`src/rtl/ups_axi_pkg.sv`:
```
// Shared types and constants for the UPS register-bank AXI4-Lite arbiter.
package ups_axi_pkg;

  typedef enum logic [2:0] {
    IDLE = 3'd0,
    AR   = 3'd1,
    R    = 3'd2,
    AWW  = 3'd3,
    B    = 3'd4,
    RSP  = 3'd5
  } arb_state_t;

  localparam logic [1:0] AXI_RESP_OKAY   = 2'b00;
  localparam logic [1:0] AXI_RESP_SLVERR = 2'b10;
  localparam logic [3:0] STRB_ALL        = 4'hF;

endpackage

```
`src/rtl/ups_axi_arb_if.sv`:
```
// Requester command/response ports plus the AXI4-Lite master channels of ups_axi_arb.
interface ups_axi_arb_if #(
  parameter int NR = 2
);
  logic [NR-1:0]    req_valid;
  logic [NR-1:0]    req_ready;
  logic [NR-1:0]    req_wr;
  logic [32*NR-1:0] req_addr;
  logic [32*NR-1:0] req_wdata;
  logic [NR-1:0]    rsp_valid;
  logic [31:0]      rsp_rdata;
  logic             rsp_err;

  logic [31:0] m_araddr;
  logic        m_arvalid;
  logic        m_arready;
  logic [31:0] m_rdata;
  logic [1:0]  m_rresp;
  logic        m_rvalid;
  logic        m_rready;
  logic [31:0] m_awaddr;
  logic        m_awvalid;
  logic        m_awready;
  logic [31:0] m_wdata;
  logic [3:0]  m_wstrb;
  logic        m_wvalid;
  logic        m_wready;
  logic [1:0]  m_bresp;
  logic        m_bvalid;
  logic        m_bready;

  modport master (
    input  req_valid, req_wr, req_addr, req_wdata,
    input  m_arready, m_rdata, m_rresp, m_rvalid, m_awready, m_wready, m_bresp, m_bvalid,
    output req_ready, rsp_valid, rsp_rdata, rsp_err,
    output m_araddr, m_arvalid, m_rready, m_awaddr, m_awvalid, m_wdata, m_wstrb, m_wvalid, m_bready
  );

  modport slave (
    output req_valid, req_wr, req_addr, req_wdata,
    output m_arready, m_rdata, m_rresp, m_rvalid, m_awready, m_wready, m_bresp, m_bvalid,
    input  req_ready, rsp_valid, rsp_rdata, rsp_err,
    input  m_araddr, m_arvalid, m_rready, m_awaddr, m_awvalid, m_wdata, m_wstrb, m_wvalid, m_bready
  );

endinterface

```
`src/rtl/ups_rr_arb.sv`:
```
// Combinational round-robin pick: first set req bit after last_grant, with wrap.
// Zero latency; no state, the caller decides when a grant is taken.
module ups_rr_arb #(
  parameter int NR = 2
) (
  input  logic [NR-1:0]                           req,
  input  logic [((NR > 1) ? $clog2(NR) : 1)-1:0]  last_grant,
  output logic [NR-1:0]                           gnt,
  output logic [((NR > 1) ? $clog2(NR) : 1)-1:0]  gnt_idx,
  output logic                                    gnt_any
);
  localparam int IW = (NR > 1) ? $clog2(NR) : 1;

  // One extra bit so last_grant + k never overflows before the wrap subtract.
  logic [IW:0] idx;

  always_comb begin
    gnt     = '0;
    gnt_idx = '0;
    gnt_any = 1'b0;
    idx     = '0;
    for (int k = 1; k <= NR; k++) begin
      idx = {1'b0, last_grant} + (IW+1)'(k);
      if (idx >= (IW+1)'(NR)) begin
        idx = idx - (IW+1)'(NR);
      end
      if (!gnt_any && req[idx]) begin
        gnt[idx] = 1'b1;
        gnt_idx  = idx[IW-1:0];
        gnt_any  = 1'b1;
      end
    end
  end

endmodule

```
`src/rtl/ups_axi_arb.sv`:
```
// Round-robin share of one AXI4-Lite master among NR requesters; one transaction in flight, 4 cycles min.
// Requesters hold commands until req_ready; define UPS_AXI_ARB_TIMEOUT_EN for a TO_CYC-cycle watchdog abort.
module ups_axi_arb
  import ups_axi_pkg::*;
#(
  parameter int NR     = 2,
  parameter int TO_CYC = 1024
) (
  input logic           clk,
  input logic           rst,
  ups_axi_arb_if.master bus
);
  localparam int IW = (NR > 1) ? $clog2(NR) : 1;

  if (NR < 2 || NR > 8 || TO_CYC < 2 || TO_CYC > 65536) begin : g_param_check
    $error("ups_axi_arb: NR or TO_CYC out of range");
  end

  arb_state_t    state_q, state_d;
  logic [IW-1:0] last_q, last_d;
  logic [IW-1:0] id_q, id_d;
  logic [31:0]   addr_q, addr_d;
  logic [31:0]   wdata_q, wdata_d;
  logic          arvalid_q, arvalid_d;
  logic          rready_q, rready_d;
  logic          awvalid_q, awvalid_d;
  logic          wvalid_q, wvalid_d;
  logic          bready_q, bready_d;
  logic [NR-1:0] rsp_valid_q, rsp_valid_d;
  logic [31:0]   rsp_rdata_q, rsp_rdata_d;
  logic          rsp_err_q, rsp_err_d;
`ifdef UPS_AXI_ARB_TIMEOUT_EN
  logic [15:0]   cnt_q, cnt_d;
`endif

  logic [NR-1:0] win_oh;
  logic [IW-1:0] win_idx;
  logic          win_any;
  logic [31:0]   sel_addr;
  logic [31:0]   sel_wdata;
  logic          sel_wr;
  logic          aw_pend;
  logic          w_pend;

  ups_rr_arb #(.NR(NR)) u_rr (
    .req        (bus.req_valid),
    .last_grant (last_q),
    .gnt        (win_oh),
    .gnt_idx    (win_idx),
    .gnt_any    (win_any)
  );

  always_comb begin
    sel_addr  = '0;
    sel_wdata = '0;
    sel_wr    = 1'b0;
    for (int i = 0; i < NR; i++) begin
      if (win_oh[i]) begin
        sel_addr  = bus.req_addr[32*i +: 32];
        sel_wdata = bus.req_wdata[32*i +: 32];
        sel_wr    = bus.req_wr[i];
      end
    end
  end

  always_comb begin
    state_d     = state_q;
    last_d      = last_q;
    id_d        = id_q;
    addr_d      = addr_q;
    wdata_d     = wdata_q;
    arvalid_d   = arvalid_q;
    rready_d    = rready_q;
    awvalid_d   = awvalid_q;
    wvalid_d    = wvalid_q;
    bready_d    = bready_q;
    rsp_valid_d = '0;
    rsp_rdata_d = rsp_rdata_q;
    rsp_err_d   = rsp_err_q;
    aw_pend     = 1'b0;
    w_pend      = 1'b0;
`ifdef UPS_AXI_ARB_TIMEOUT_EN
    cnt_d       = cnt_q;
`endif

    case (state_q)
      IDLE: begin
        if (win_any) begin
          last_d  = win_idx;
          id_d    = win_idx;
          addr_d  = sel_addr & 32'hFFFF_FFFC;
          wdata_d = sel_wdata;
`ifdef UPS_AXI_ARB_TIMEOUT_EN
          cnt_d   = '0;
`endif
          if (sel_wr) begin
            state_d   = AWW;
            awvalid_d = 1'b1;
            wvalid_d  = 1'b1;
          end else begin
            state_d   = AR;
            arvalid_d = 1'b1;
          end
        end
      end
      AR: begin
        if (bus.m_arready) begin
          arvalid_d = 1'b0;
          rready_d  = 1'b1;
          state_d   = R;
        end
      end
      R: begin
        if (bus.m_rvalid) begin
          rready_d    = 1'b0;
          rsp_rdata_d = bus.m_rdata;
          rsp_err_d   = (bus.m_rresp != AXI_RESP_OKAY);
          state_d     = RSP;
        end
      end
      AWW: begin
        // AW and W complete independently; B opens once neither is pending.
        aw_pend   = awvalid_q & ~bus.m_awready;
        w_pend    = wvalid_q & ~bus.m_wready;
        awvalid_d = aw_pend;
        wvalid_d  = w_pend;
        if (!aw_pend && !w_pend) begin
          bready_d = 1'b1;
          state_d  = B;
        end
      end
      B: begin
        if (bus.m_bvalid) begin
          bready_d    = 1'b0;
          rsp_rdata_d = '0;
          rsp_err_d   = (bus.m_bresp != AXI_RESP_OKAY);
          state_d     = RSP;
        end
      end
      RSP: begin
        state_d = IDLE;
      end
      default: begin
        arvalid_d = 1'b0;
        rready_d  = 1'b0;
        awvalid_d = 1'b0;
        wvalid_d  = 1'b0;
        bready_d  = 1'b0;
        state_d   = IDLE;
      end
    endcase

`ifdef UPS_AXI_ARB_TIMEOUT_EN
    // Abort takes priority over a handshake landing in the same cycle.
    if (state_q inside {AR, R, AWW, B}) begin
      if (cnt_q == 16'(TO_CYC - 1)) begin
        arvalid_d   = 1'b0;
        rready_d    = 1'b0;
        awvalid_d   = 1'b0;
        wvalid_d    = 1'b0;
        bready_d    = 1'b0;
        rsp_rdata_d = '0;
        rsp_err_d   = 1'b1;
        state_d     = RSP;
      end else begin
        cnt_d = cnt_q + 16'd1;
      end
    end
`endif

    if (state_d == RSP) begin
      rsp_valid_d = NR'(1) << id_q;
    end
  end

  always_ff @(posedge clk or posedge rst) begin
    if (rst) begin
      state_q     <= IDLE;
      last_q      <= IW'(NR - 1);
      id_q        <= '0;
      addr_q      <= '0;
      wdata_q     <= '0;
      arvalid_q   <= 1'b0;
      rready_q    <= 1'b0;
      awvalid_q   <= 1'b0;
      wvalid_q    <= 1'b0;
      bready_q    <= 1'b0;
      rsp_valid_q <= '0;
      rsp_rdata_q <= '0;
      rsp_err_q   <= 1'b0;
`ifdef UPS_AXI_ARB_TIMEOUT_EN
      cnt_q       <= '0;
`endif
    end else begin
      state_q     <= state_d;
      last_q      <= last_d;
      id_q        <= id_d;
      addr_q      <= addr_d;
      wdata_q     <= wdata_d;
      arvalid_q   <= arvalid_d;
      rready_q    <= rready_d;
      awvalid_q   <= awvalid_d;
      wvalid_q    <= wvalid_d;
      bready_q    <= bready_d;
      rsp_valid_q <= rsp_valid_d;
      rsp_rdata_q <= rsp_rdata_d;
      rsp_err_q   <= rsp_err_d;
`ifdef UPS_AXI_ARB_TIMEOUT_EN
      cnt_q       <= cnt_d;
`endif
    end
  end

  // Gate with rst so no command is accepted while reset is asserted.
  assign bus.req_ready = (state_q == IDLE && !rst) ? win_oh : '0;
  assign bus.rsp_valid = rsp_valid_q;
  assign bus.rsp_rdata = rsp_rdata_q;
  assign bus.rsp_err   = rsp_err_q;
  assign bus.m_araddr  = addr_q;
  assign bus.m_arvalid = arvalid_q;
  assign bus.m_rready  = rready_q;
  assign bus.m_awaddr  = addr_q;
  assign bus.m_awvalid = awvalid_q;
  assign bus.m_wdata   = wdata_q;
  assign bus.m_wstrb   = STRB_ALL;
  assign bus.m_wvalid  = wvalid_q;
  assign bus.m_bready  = bready_q;

endmodule

```
`src/flat_wrapper.sv`:
```
// flat-port wrapper written by rule: the top's interface ports become plain ports
module ups_axi_arb_flat import ups_axi_pkg::*;
#(
  parameter int NR     = 2,
  parameter int TO_CYC = 1024
)
  (clk, rst, bus_req_valid, bus_req_wr, bus_req_addr, bus_req_wdata, bus_m_arready, bus_m_rdata, bus_m_rresp, bus_m_rvalid, bus_m_awready, bus_m_wready, bus_m_bresp, bus_m_bvalid, bus_req_ready, bus_rsp_valid, bus_rsp_rdata, bus_rsp_err, bus_m_araddr, bus_m_arvalid, bus_m_rready, bus_m_awaddr, bus_m_awvalid, bus_m_wdata, bus_m_wstrb, bus_m_wvalid, bus_m_bready);
  ups_axi_arb_if #(.NR(NR)) bus_i ();
  input logic clk;
  input logic rst;
  input wire logic [$bits(bus_i.req_valid)-1:0] bus_req_valid;
  input wire logic [$bits(bus_i.req_wr)-1:0] bus_req_wr;
  input wire logic [$bits(bus_i.req_addr)-1:0] bus_req_addr;
  input wire logic [$bits(bus_i.req_wdata)-1:0] bus_req_wdata;
  input wire logic [$bits(bus_i.m_arready)-1:0] bus_m_arready;
  input wire logic [$bits(bus_i.m_rdata)-1:0] bus_m_rdata;
  input wire logic [$bits(bus_i.m_rresp)-1:0] bus_m_rresp;
  input wire logic [$bits(bus_i.m_rvalid)-1:0] bus_m_rvalid;
  input wire logic [$bits(bus_i.m_awready)-1:0] bus_m_awready;
  input wire logic [$bits(bus_i.m_wready)-1:0] bus_m_wready;
  input wire logic [$bits(bus_i.m_bresp)-1:0] bus_m_bresp;
  input wire logic [$bits(bus_i.m_bvalid)-1:0] bus_m_bvalid;
  output wire logic [$bits(bus_i.req_ready)-1:0] bus_req_ready;
  output wire logic [$bits(bus_i.rsp_valid)-1:0] bus_rsp_valid;
  output wire logic [$bits(bus_i.rsp_rdata)-1:0] bus_rsp_rdata;
  output wire logic [$bits(bus_i.rsp_err)-1:0] bus_rsp_err;
  output wire logic [$bits(bus_i.m_araddr)-1:0] bus_m_araddr;
  output wire logic [$bits(bus_i.m_arvalid)-1:0] bus_m_arvalid;
  output wire logic [$bits(bus_i.m_rready)-1:0] bus_m_rready;
  output wire logic [$bits(bus_i.m_awaddr)-1:0] bus_m_awaddr;
  output wire logic [$bits(bus_i.m_awvalid)-1:0] bus_m_awvalid;
  output wire logic [$bits(bus_i.m_wdata)-1:0] bus_m_wdata;
  output wire logic [$bits(bus_i.m_wstrb)-1:0] bus_m_wstrb;
  output wire logic [$bits(bus_i.m_wvalid)-1:0] bus_m_wvalid;
  output wire logic [$bits(bus_i.m_bready)-1:0] bus_m_bready;
  assign bus_i.req_valid = bus_req_valid;
  assign bus_i.req_wr = bus_req_wr;
  assign bus_i.req_addr = bus_req_addr;
  assign bus_i.req_wdata = bus_req_wdata;
  assign bus_i.m_arready = bus_m_arready;
  assign bus_i.m_rdata = bus_m_rdata;
  assign bus_i.m_rresp = bus_m_rresp;
  assign bus_i.m_rvalid = bus_m_rvalid;
  assign bus_i.m_awready = bus_m_awready;
  assign bus_i.m_wready = bus_m_wready;
  assign bus_i.m_bresp = bus_m_bresp;
  assign bus_i.m_bvalid = bus_m_bvalid;
  assign bus_req_ready = bus_i.req_ready;
  assign bus_rsp_valid = bus_i.rsp_valid;
  assign bus_rsp_rdata = bus_i.rsp_rdata;
  assign bus_rsp_err = bus_i.rsp_err;
  assign bus_m_araddr = bus_i.m_araddr;
  assign bus_m_arvalid = bus_i.m_arvalid;
  assign bus_m_rready = bus_i.m_rready;
  assign bus_m_awaddr = bus_i.m_awaddr;
  assign bus_m_awvalid = bus_i.m_awvalid;
  assign bus_m_wdata = bus_i.m_wdata;
  assign bus_m_wstrb = bus_i.m_wstrb;
  assign bus_m_wvalid = bus_i.m_wvalid;
  assign bus_m_bready = bus_i.m_bready;
  ups_axi_arb #(.NR(NR), .TO_CYC(TO_CYC)) u_core (.clk(clk), .rst(rst), .bus(bus_i));
endmodule
```
`config.mk`:
```
export PLATFORM = sky130hd
export DESIGN_NAME = ups_axi_arb_flat
export DESIGN_NICKNAME = d
export VERILOG_FILES = /design/src/rtl/ups_axi_pkg.sv /design/src/rtl/ups_axi_arb_if.sv /design/src/rtl/ups_rr_arb.sv /design/src/rtl/ups_axi_arb.sv /design/src/flat_wrapper.sv
export SDC_FILE = /design/constraint.sdc
export NUM_CORES = 1
export LEC_CHECK = 0
export BUFFER_PORTS_ARGS = -buffer_cell sky130_fd_sc_hd__buf_2
export CAP_MARGIN = 10
export CORE_MARGIN = 4
export CORE_UTILIZATION = 39
export CTS_CLUSTER_DIAMETER = 30
export DETAILED_ROUTE_END_ITERATION = 7
export PLACE_DENSITY = 0.87
export SYNTH_ARGS = -nofsm -noshare
export SYNTH_HDL_FRONTEND = slang
export SYNTH_SLANG_ARGS = --single-unit
```
`constraint.sdc`:
```
create_clock -name clk -period 2.9 [get_ports clk]
set_input_delay 0.29 -clock clk [delete_from_list [all_inputs] [get_ports clk]]
set_output_delay 0.29 -clock clk [all_outputs]
set_load 0.005 [all_outputs]
```
==> flow_metrics.py, run 1 <==
metrics = {
    "status": {
        "status": "completed",
    },
    "floorplan": {
        "die-area_um2": 15400,
        "initial_utilization_pct": 39.7,
        "io_pins": 317,
        "fp.dieW_um": 124,
        "core_um2": 13200,
        "rows": 42,
        "die_h_um": 124,
    },
    "timing": {
        "worstMarginPinSlew_ns": 1.15,
        "fin_ws_ns": 0.792,
        "setup_viol": 0,
        "slew_violations": 0,
        "slew_headroom_pct": 23.2,
        "finalCriticalPeriod_ns": 2.11,
        "fin_crit_sh_pct": 72.7,
        "max_freq_mhz": 474,
        "hold_ws_ns": 0.167,
        "fin_tns_setup_ns": 0,
        "rsz0062_at_grt": "no",
        "fin_skew_ns": 0.00763,
        "hold_viol_final": 0,
    },
    "layout": {
        "drive_gt1_share_pct": 53.3,
        "syn_to_final_growth_pct": 31.5,
        "fillers": 1178,
        "seqCellArea_um2": 2680,
        "utilization_pct": 52.2,
        "final_nets": 896,
        "multi_input_area_um2": 2000,
        "num_antenna_cells": 0,
    },
    "synthesis": {
        "synth_cells": 466,
        "ys_warn_count": 0,
        "synth_cell_type_count": 37,
        "synth_top_family_by_area": "compound AO/OA/AOI/OAI gates",
        "synth_area_um2": 5240,
        "yosys.area_share.adder_pct": 0,
        "synth.avg_cell_area_um2": 11.2,
        "synth_mux_area_share_pct": 0,
        "synth_compound_area_share_pct": 25.3,
        "ys_seq_elements": 107,
        "synth-seq-area-share_pct": 51.1,
        "synth-xor-area-share_pct": 0,
        "synth-simple-area-share_pct": 11.8,
    },
    "drt": {
        "vias": 4528,
        "routed_wl_um": 15300,
        "dr.pass1.iters": 4,
        "drc": 0,
        "ant_nets": 0,
        "wl_per_cell_um": 17.0,
        "vias_per_cell": 5.02,
        "drt_iter0_markers": 207,
    },
    "setup_path": {
        "worst-setup-path-type": "reg -> reg",
        "critPathCaptureType": "flip-flop",
        "crit_path_top_delay_cell": "and3_1",
        "cp_num_buf_inv": 0,
        "cp_max_fo": 32,
        "cp.arrival_ns": 2.38,
        "start_kind": "flip-flop",
        "required_ns": 3.17,
        "cp_slowest_stage_delay_ns": 1.02,
        "cp_top_family": "simple AND/OR/NAND/NOR gates",
        "crit_chain": "and3_1, a22o_1",
    },
    "power_and_ir_drop": {
        "powerDensity_nw_per_um2": 1050,
        "p_leak_uw": 0.00351,
        "p_total_uw": 7200,
        "peakVddDrop_mv": 0.457,
    },
    "clock_network": {
        "cts-root-buf": "clkbuf_16",
        "cts_inserted_buffers": 9,
        "holdBufCountCts": 0,
        "cts_tree": "built",
        "htree_levels": 3,
        "clock-sinks": 107,
        "insertion_delay_ns": 0.34,
        "cts_resized": 0,
        "clkTransAtPathRegs_ns": 0.07,
        "post_cts_buffers": 0,
        "clockBufferDepth": 2,
    },
    "global_routing": {
        "grt_remaining_overflow": 0,
        "groute.usage.overall_pct": 19.0,
        "grt_pass1_wl_um": 22500,
        "grt_pass1_vias": 4409,
        "grt_max_degree": 59,
        "antenna_found_initial": 1,
    },
    "placed_design": {
        "port_buffers": 304,
        "pre_cts_ws_ns": 0.837,
        "hpwl_um": 11700,
        "gp_congestion": 0.848,
    },
    "job": {
        "drv_cap": 0,
    },
    "min_path": {
        "holdCritPathClass": "in -> reg",
    },
}
-- power breakdown --
group	internal (uW)	switching, uW	total [uW]
Clock	761	549	1310
Sequential	2220	511	2730
Combinational	1490	1670	3160
-- stage by stage --
step           instance area, um2  instances
5_1_grt                      6890        902
4_1_cts                      6890        902
6_report                     6890        902
3_3_place_gp                 6570        886
3_5_place_dp                 6570        886
2_1_floorplan                5270        472
-- flip-flops by register name, summed over array words and instances, names as in the netlist --
name / cells
u_core.bus.m_awvalid: 1
u_core.bus.rsp_valid: 2
u_core.bus.rsp_rdata: 32
u_core.bus.rsp_err: 1
u_core.bus.m_wvalid: 1
u_core.bus.m_bready: 1
u_core.bus.m_arvalid: 1
u_core.last_q: 1
u_core.id_q: 1
u_core.bus.m_wdata: 32
u_core.bus.m_araddr: 30
u_core.state_q: 3
u_core.bus.m_rready: 1
-- cell usage in the layout (no fill, tap or decap), types with 3 or more instances in the layout --
| cell | count |
|---|---|
| a21oi_1 | 3 |
| a221oi_1 | 14 |
| a221oi_2 | 48 |
| a22o_1 | 33 |
| a31oi_1 | 3 |
| and3_1 | 4 |
| buf_12 | 3 |
| buf_2 | 304 |
| buf_4 | 8 |
| clkbuf_16 | 9 |
| clkinvlp_4 | 3 |
| conb_1 | 8 |
| dfrtp_1 | 106 |
| inv_1 | 5 |
| nand2_1 | 9 |
| nand2b_1 | 4 |
| nor2_1 | 128 |
| o21ai_0 | 5 |
-- path summary, 6_finish.rpt --
path                                   start                        to  slack [ns]  depth (start not counted)
min reg2reg                      u_core.id_q   u_core.bus.rsp_valid[0]        0.47                          1
min                          bus_m_rdata[28]  u_core.bus.rsp_rdata[28]        0.17                          2
max reg2reg                u_core.state_q[1]   u_core.bus.rsp_rdata[0]        0.79                          2
max in group asynchronous                rst   u_core.bus.m_araddr[24]        2.21                          3
max                        u_core.state_q[1]   u_core.bus.rsp_rdata[0]        0.79                          2
min in group asynchronous                rst     u_core.bus.m_wdata[6]        0.18                          3
-- cell type report --
| class | count | share of cell area [%] |
|---|---|---|
| clock inverter | 7 | 1.42 |
| clock buffer | 9 | 3.27 |
| timing repair buffer | 315 | 23.8 |
| sequential | 107 | 38.9 |
| multi-input combinational | 282 | 29.0 |
| tap | 176 | 3.20 |
| inverter | 6 | 0.381 |
-- synthesized netlist by cell type (all sizes together) --
master     n  share of area [%]
nor2     128                9.2
dfrtp    106                 51
buf       72                 11
a221oi    62                 16
a22o      33                5.5
nand2      9               0.64
o21ai      8                1.1
inv        6               0.43
clkbuf     5               0.36
and3       4               0.48
nand2b     4               0.48
a21oi      3               0.29
a31oi      3               0.36
nor3       3               0.50
a2bb2oi    2               0.33
and3b      2               0.33
conb       2               0.14
o22ai      2               0.24
a211o      1               0.17
a211oi     1               0.14
a21boi     1               0.14
a32oi      1               0.17
a41oi      1               0.17
and2       1               0.12
dfstp      1               0.50
nor2b      1               0.12
o21a       1               0.14
o311ai     1               0.17
o31ai      1               0.14
o32ai      1               0.17
-- kinds of logic after synthesis --
| family | Yosys count |
|---|---|
| simple gates | 152 |
| compound gates | 122 |
| flops | 107 |
| buf+inv | 83 |
| other cells | 2 |
-- per-layer routing --
metal	GRT usage [%]	wire [um]	up-vias
met2	33.8	7930	185
met3	4.54	1140	31
li1	-	-	2144
met5	0	13	-
met4	6.57	339	2
met1	22.5	5930	2166
Note: power is estimated with default switching activity, not from simulation.
==> run 2: changes to the inputs <==
--- a/config.mk
+++ b/config.mk
@@ -7,11 +7,11 @@
 export LEC_CHECK = 0
 export BUFFER_PORTS_ARGS = -buffer_cell sky130_fd_sc_hd__buf_2
 export CAP_MARGIN = 10
-export CORE_MARGIN = 4
-export CORE_UTILIZATION = 39
+export CORE_AREA = 4 4 121 123
 export CTS_CLUSTER_DIAMETER = 30
 export DETAILED_ROUTE_END_ITERATION = 7
-export PLACE_DENSITY = 0.87
+export DIE_AREA = 0 0 125 127
+export PLACE_DENSITY = 0.84
 export SYNTH_ARGS = -nofsm -noshare
 export SYNTH_HDL_FRONTEND = slang
 export SYNTH_SLANG_ARGS = --single-unit
==> constraint.sdc (replaced) <==
create_clock -name clk -period 2 [get_ports clk]
set_input_delay 0.2 -clock clk [delete_from_list [all_inputs] [get_ports clk]]
set_output_delay 0.2 -clock clk [all_outputs]
set_load 0.005 [all_outputs]
==> flow_metrics.py, run 2 (synthesis results as in run 1) <==
metrics = {
    "job": {
        "drv_cap": 0,
    },
    "layout": {
        "syn_to_final_growth_pct": 34.5,
        "drive_gt1_share_pct": 54.4,
        "instances_no_fill": 923,
        "stdcell_area_um2": 7050,
        "num_antenna_cells": 0,
        "final_common_cell": "buf_2",
        "final_nets": 913,
        "final_cell_mix": "buf_2 (304), nor2_1 (128), dfrtp_1 (106)",
    },
    "timing": {
        "setup_viol": 0,
        "fin_crit_sh_pct": 94.8,
        "max_freq_mhz": 527,
        "hold_ws_ns": 0.0794,
        "slew_headroom_pct": 53.6,
        "fin_skew_ns": 0.00647,
        "finalCriticalPeriod_ns": 1.90,
        "worstMarginPinSlew_ns": 0.696,
        "hold_viol_final": 0,
        "rsz0062_at_grt": "no",
        "slew_violations": 0,
        "fin_ws_ns": 0.103,
    },
    "clock_network": {
        "cts_resized": 0,
        "htree_levels": 3,
        "cts_tree": "built",
        "clkTransAtPathRegs_ns": 0.07,
        "cts-root-buf": "clkbuf_16",
        "clockBufferDepth": 2,
        "cts_inserted_buffers": 9,
        "insertion_delay_ns": 0.34,
        "clock-sinks": 107,
    },
    "global_routing": {
        "grt_remaining_overflow": 0,
        "grt_pass1_vias": 4577,
        "antenna_found_initial": 0,
        "grt_max_degree": 58,
        "groute.usage.overall_pct": 18.3,
        "grt_pass1_wl_um": 23700,
    },
    "drt": {
        "vias": 4581,
        "vias_per_cell": 4.96,
        "drc": 0,
        "ant_nets": 0,
        "routed_wl_um": 15000,
        "wl_per_cell_um": 16.3,
        "dr.pass1.iters": 4,
        "drt_iter0_markers": 259,
    },
    "setup_path": {
        "start_kind": "flip-flop",
        "crit_path_top_delay_cell": "dfstp_2",
        "critPathCaptureType": "primary output",
        "cp_slowest_stage_delay_ns": 0.58,
        "cp.arrival_ns": 1.70,
        "required_ns": 1.80,
        "crit_chain": "nand2b_1, and2_4, and3_1, buf_2",
        "rrSetupSlack_ns": 0.37,
        "cp_top_family": "simple AND/OR/NAND/NOR gates",
        "cp_max_fo": 16,
        "worst-setup-path-type": "reg -> out",
        "cp_num_buf_inv": 1,
    },
    "placed_design": {
        "port_buffers": 304,
        "pre_cts_ws_ns": 0.231,
        "hpwl_um": 11500,
        "gp_congestion": 0.839,
        "postPlaceCellArea_um2": 6670,
        "dp_cells": 900,
    },
    "floorplan": {
        "rows": 43,
        "die_h_um": 127,
        "die-area_um2": 15900,
        "fp.dieW_um": 125,
        "initial_utilization_pct": 38.3,
        "core_um2": 13700,
        "io_pins": 317,
    },
    "min_path": {
        "holdCritPathClass": "in -> reg",
    },
    "power_and_ir_drop": {
        "peakVddDrop_mv": 0.790,
        "p_leak_uw": 0.00360,
        "p_total_uw": 10600,
        "powerDensity_nw_per_um2": 1510,
    },
    "status": {
        "status": "completed",
    },
}
## run 2: changes by cell type in the layout (fill, tap and decap cells not counted), sizes merged
cell      delta
clkinv       +1
buf         +17
clkinvlp     -1
## run 2: per-layer routing
layer	share of wire [%]	vias to the layer above	global-route usage, %
li1	-	2176	-
met1	39	2189	22.9
met2	52	197	31.9
met3	7.8	19	4.26
met4	1.5	0	5.55
met5	0	-	0
## run 2: per-stage QoR
step                utilization [%]  setup TNS, ns
floorplan                         -         -0.717
global placement               48.8              0
detailed placement             48.8              0
CTS                            51.2              0
global route                   51.6              0
finish                         51.6              0
## run 2: where the power goes
group	switching (uW)	internal, uW
Sequential	651	3220
Clock	815	1110
Combinational	2510	2330
## run 2: layout make-up
type | count | area, um2
Fill cell | 1243 | 6620
Sequential cell | 107 | 2680
Multi-Input combinational cell | 282 | 2000
Timing Repair Buffer | 332 | 1790
Clock buffer | 9 | 225
Tap cell | 180 | 225
Clock inverter | 7 | 98.8
Inverter | 6 | 26.3
## run 2: repair_timing
| action | CTS | global route |
|---|---|---|
| setup endpoints to repair | 0 | 1 |
| hold buffers | 0 | 0 |
| buffers inserted | 0 | 7 |
## run 2: path summary, 6_finish.rpt
path | startpoint | end | cells after the start
worst max-delay path | u_core.last_q | bus_req_ready[0] | 4
worst min-delay path | bus_m_rdata[16] | u_core.bus.rsp_rdata[16] | 2
worst max register to register | u_core.last_q | u_core.bus.m_wdata[10] | 5
worst min register to register | u_core.id_q | u_core.bus.rsp_valid[0] | 1
max in group asynchronous | rst | u_core.bus.rsp_rdata[5] | 3
min in group asynchronous | rst | u_core.bus.m_wdata[15] | 3
==> run 3: changes to the inputs <==
--- a/config.mk
+++ b/config.mk
@@ -7,11 +7,13 @@
 export LEC_CHECK = 0
 export BUFFER_PORTS_ARGS = -buffer_cell sky130_fd_sc_hd__buf_2
 export CAP_MARGIN = 10
-export CORE_AREA = 4 4 121 123
+export CORE_AREA = 4 4 122 124
 export CTS_CLUSTER_DIAMETER = 30
 export DETAILED_ROUTE_END_ITERATION = 7
-export DIE_AREA = 0 0 125 127
-export PLACE_DENSITY = 0.84
+export DIE_AREA = 0 0 126 128
+export PLACE_DENSITY = 0.83
+export REMOVE_ABC_BUFFERS = 1
 export SYNTH_ARGS = -nofsm -noshare
 export SYNTH_HDL_FRONTEND = slang
+export SYNTH_HIERARCHICAL = 1
 export SYNTH_SLANG_ARGS = --single-unit
==> flow_metrics.py, run 3 <==
metrics = {
    "clock_network": {
        "post_cts_buffers": 0,
        "cts-root-buf": "clkbuf_16",
        "htree_levels": 3,
        "cts_resized": 0,
        "clock-sinks": 107,
        "holdBufCountCts": 0,
        "cts_tree": "built",
        "cts_inserted_buffers": 9,
        "insertion_delay_ns": 0.35,
        "clkTransAtPathRegs_ns": 0.07,
        "clockBufferDepth": 2,
    },
    "drt": {
        "wl_per_cell_um": 16.9,
        "vias": 4598,
        "dr.pass1.iters": 4,
        "routed_wl_um": 15500,
        "ant_nets": 0,
        "drt_iter0_markers": 185,
        "drc": 0,
        "vias_per_cell": 5.02,
    },
    "placed_design": {
        "gp_congestion": 0.803,
        "pre_cts_ws_ns": 0.206,
        "dp_cells": 899,
        "hpwl_um": 11500,
        "port_buffers": 304,
    },
    "setup_path": {
        "worst-setup-path-type": "reg -> reg",
        "crit_path_top_delay_cell": "or4b_4",
        "crit_chain": "or4b_4, buf_4, a221oi_1, nor2_1",
        "start_kind": "flip-flop",
        "critPathCaptureType": "flip-flop",
        "cp_slowest_stage_delay_ns": 0.56,
        "cp.arrival_ns": 1.99,
        "cp_max_fo": 31,
        "required_ns": 2.23,
    },
    "synthesis": {
        "synth_cells": 473,
        "synth_cell_type_count": 41,
        "synth-seq-area-share_pct": 50.8,
        "yosysTopAreaCellShare_pct": 50.3,
        "ys_seq_elements": 107,
        "yosysTopAreaCell": "dfrtp_1",
        "synth_area_um2": 5270,
        "synthTopCellsByCount": "nor2_1 (129), dfrtp_1 (106), a221oi_2 (58)",
        "netlist_top_cells_area": "dfrtp_1 (50%), a221oi_2 (17%), nor2_1 (9.2%)",
        "ys_warn_count": 6,
        "synthFlopType": "dfrtp_1",
        "synthArstFlopShare_pct": 100,
        "synth-edff-count": 0,
        "synth.avg_cell_area_um2": 11.1,
        "synth.most_common_cell": "nor2_1",
    },
    "layout": {
        "final_cell_mix": "buf_2 (304), nor2_1 (129), dfrtp_1 (106)",
        "seqCellArea_um2": 2680,
        "fillers": 1242,
        "syn_to_final_growth_pct": 34.4,
        "final_nets": 905,
        "drive_gt1_share_pct": 54.6,
        "final_common_cell": "buf_2",
        "instances_no_fill": 916,
        "multi_input_area_um2": 2110,
    },
    "timing": {
        "setup_viol": 0,
        "fin_ws_ns": 0.240,
        "slew_headroom_pct": 61.6,
        "hold_ws_ns": -0.00544,
        "worstMarginPinSlew_ns": 0.577,
        "slew_violations": 0,
        "hold_viol_final": 1,
        "fin_crit_sh_pct": 88.0,
        "rsz0062_at_grt": "no",
        "fin_skew_ns": 0.00773,
        "finalCriticalPeriod_ns": 1.76,
        "max_freq_mhz": 568,
    },
    "power_and_ir_drop": {
        "powerDensity_nw_per_um2": 1530,
        "p_leak_uw": 0.00359,
        "peakVddDrop_mv": 0.677,
    },
    "floorplan": {
        "core_um2": 13800,
        "rows": 43,
        "initial_utilization_pct": 38.3,
        "die-area_um2": 16100,
        "io_pins": 317,
        "fp.dieW_um": 126,
        "die_h_um": 128,
    },
    "status": {
        "violations": "negative hold slack",
        "status": "complete, but fails checks",
    },
    "global_routing": {
        "grt_remaining_overflow": 0,
        "grt_max_degree": 108,
        "grt_pass1_vias": 4594,
        "antenna_found_initial": 1,
        "groute.usage.overall_pct": 18.5,
        "grt_pass1_wl_um": 24000,
    },
    "job": {
        "drv_cap": 0,
    },
    "min_path": {
        "holdCritPathClass": "in -> async",
    },
}
-- run 3: metal layers --
layer  vias to the layer above  GRT usage (%)  part of all wire, %
met2                       211           31.8                   51
met4                         0           5.49                  1.5
met3                        20           5.04                  8.4
li1                       2161              -                    -
met5                         -              0                    0
met1                      2206           22.9                   39
-- run 3: through the flow --
step           cell area (um2)  total power, uW  TNS, ns  utilization, %
5_1_grt                   7090            11600        0            51.5
6_report                  7090            10800        0            51.5
4_1_cts                   7080            11000        0            51.4
3_3_place_gp              6750             8800        0            49.0
2_1_floorplan             4780             6390  -926.35               -
3_5_place_dp              6750             8970        0            49.0
-- run 3: report_power, final --
| part | switching [uW] | internal [uW] | leakage [uW] |
|---|---|---|---|
| registers | 646 | 3260 | 0.00129 |
| clock network | 835 | 1120 | 0.000159 |
| logic | 2590 | 2380 | 0.00215 |
-- run 3: final cells by class --
class / instances / area share (%)
flip-flops and latches: 107 / 37.8
multi-input cells: 285 / 29.7
repair buffers: 319 / 24.1
clock buffers: 9 / 3.18
well taps: 180 / 3.18
clock inverters: 7 / 1.48
inverters: 8 / 0.459
diodes: 1 / 0.0353
-- run 3: critical path: cells and delay by family, from the launching register on --
| kind | cells | cell delay (ns) |
|---|---|---|
| buffers and inverters | 1 | 0.30 |
| AND/OR/NAND/NOR | 2 | 0.63 |
| AO/OA/AOI/OAI | 1 | 0.30 |
| flip-flops | 1 | 0.39 |
-- run 3: cells by family after synthesis --
family / count (synthesis) / share of synthesized area (%)
AND/OR/NAND/NOR: 158 / 12.5
AO/OA/AOI/OAI: 116 / 25.5
flip-flops: 107 / 50.8
buffers and inverters: 87 / 10.4
multiplexers: 3 / 0.593
other: 2 / 0.142
-- run 3: path summary, 6_finish.rpt --
kind,cells after the start,slack (ns),end,from
setup / recovery,4,0.24,u_core/bus.m_wdata[3],u_core/state_q[2]
hold / removal,3,-0.005,u_core/bus.m_araddr[9],rst
setup reg to reg,4,0.24,u_core/bus.m_wdata[3],u_core/state_q[2]
hold reg to reg,1,0.43,u_core/bus.rsp_valid[0],u_core/id_q
max in group asynchronous,3,1.56,u_core/bus.m_wdata[31],rst
min in group clk,2,0.08,u_core/bus.rsp_rdata[18],bus_m_rdata[18]
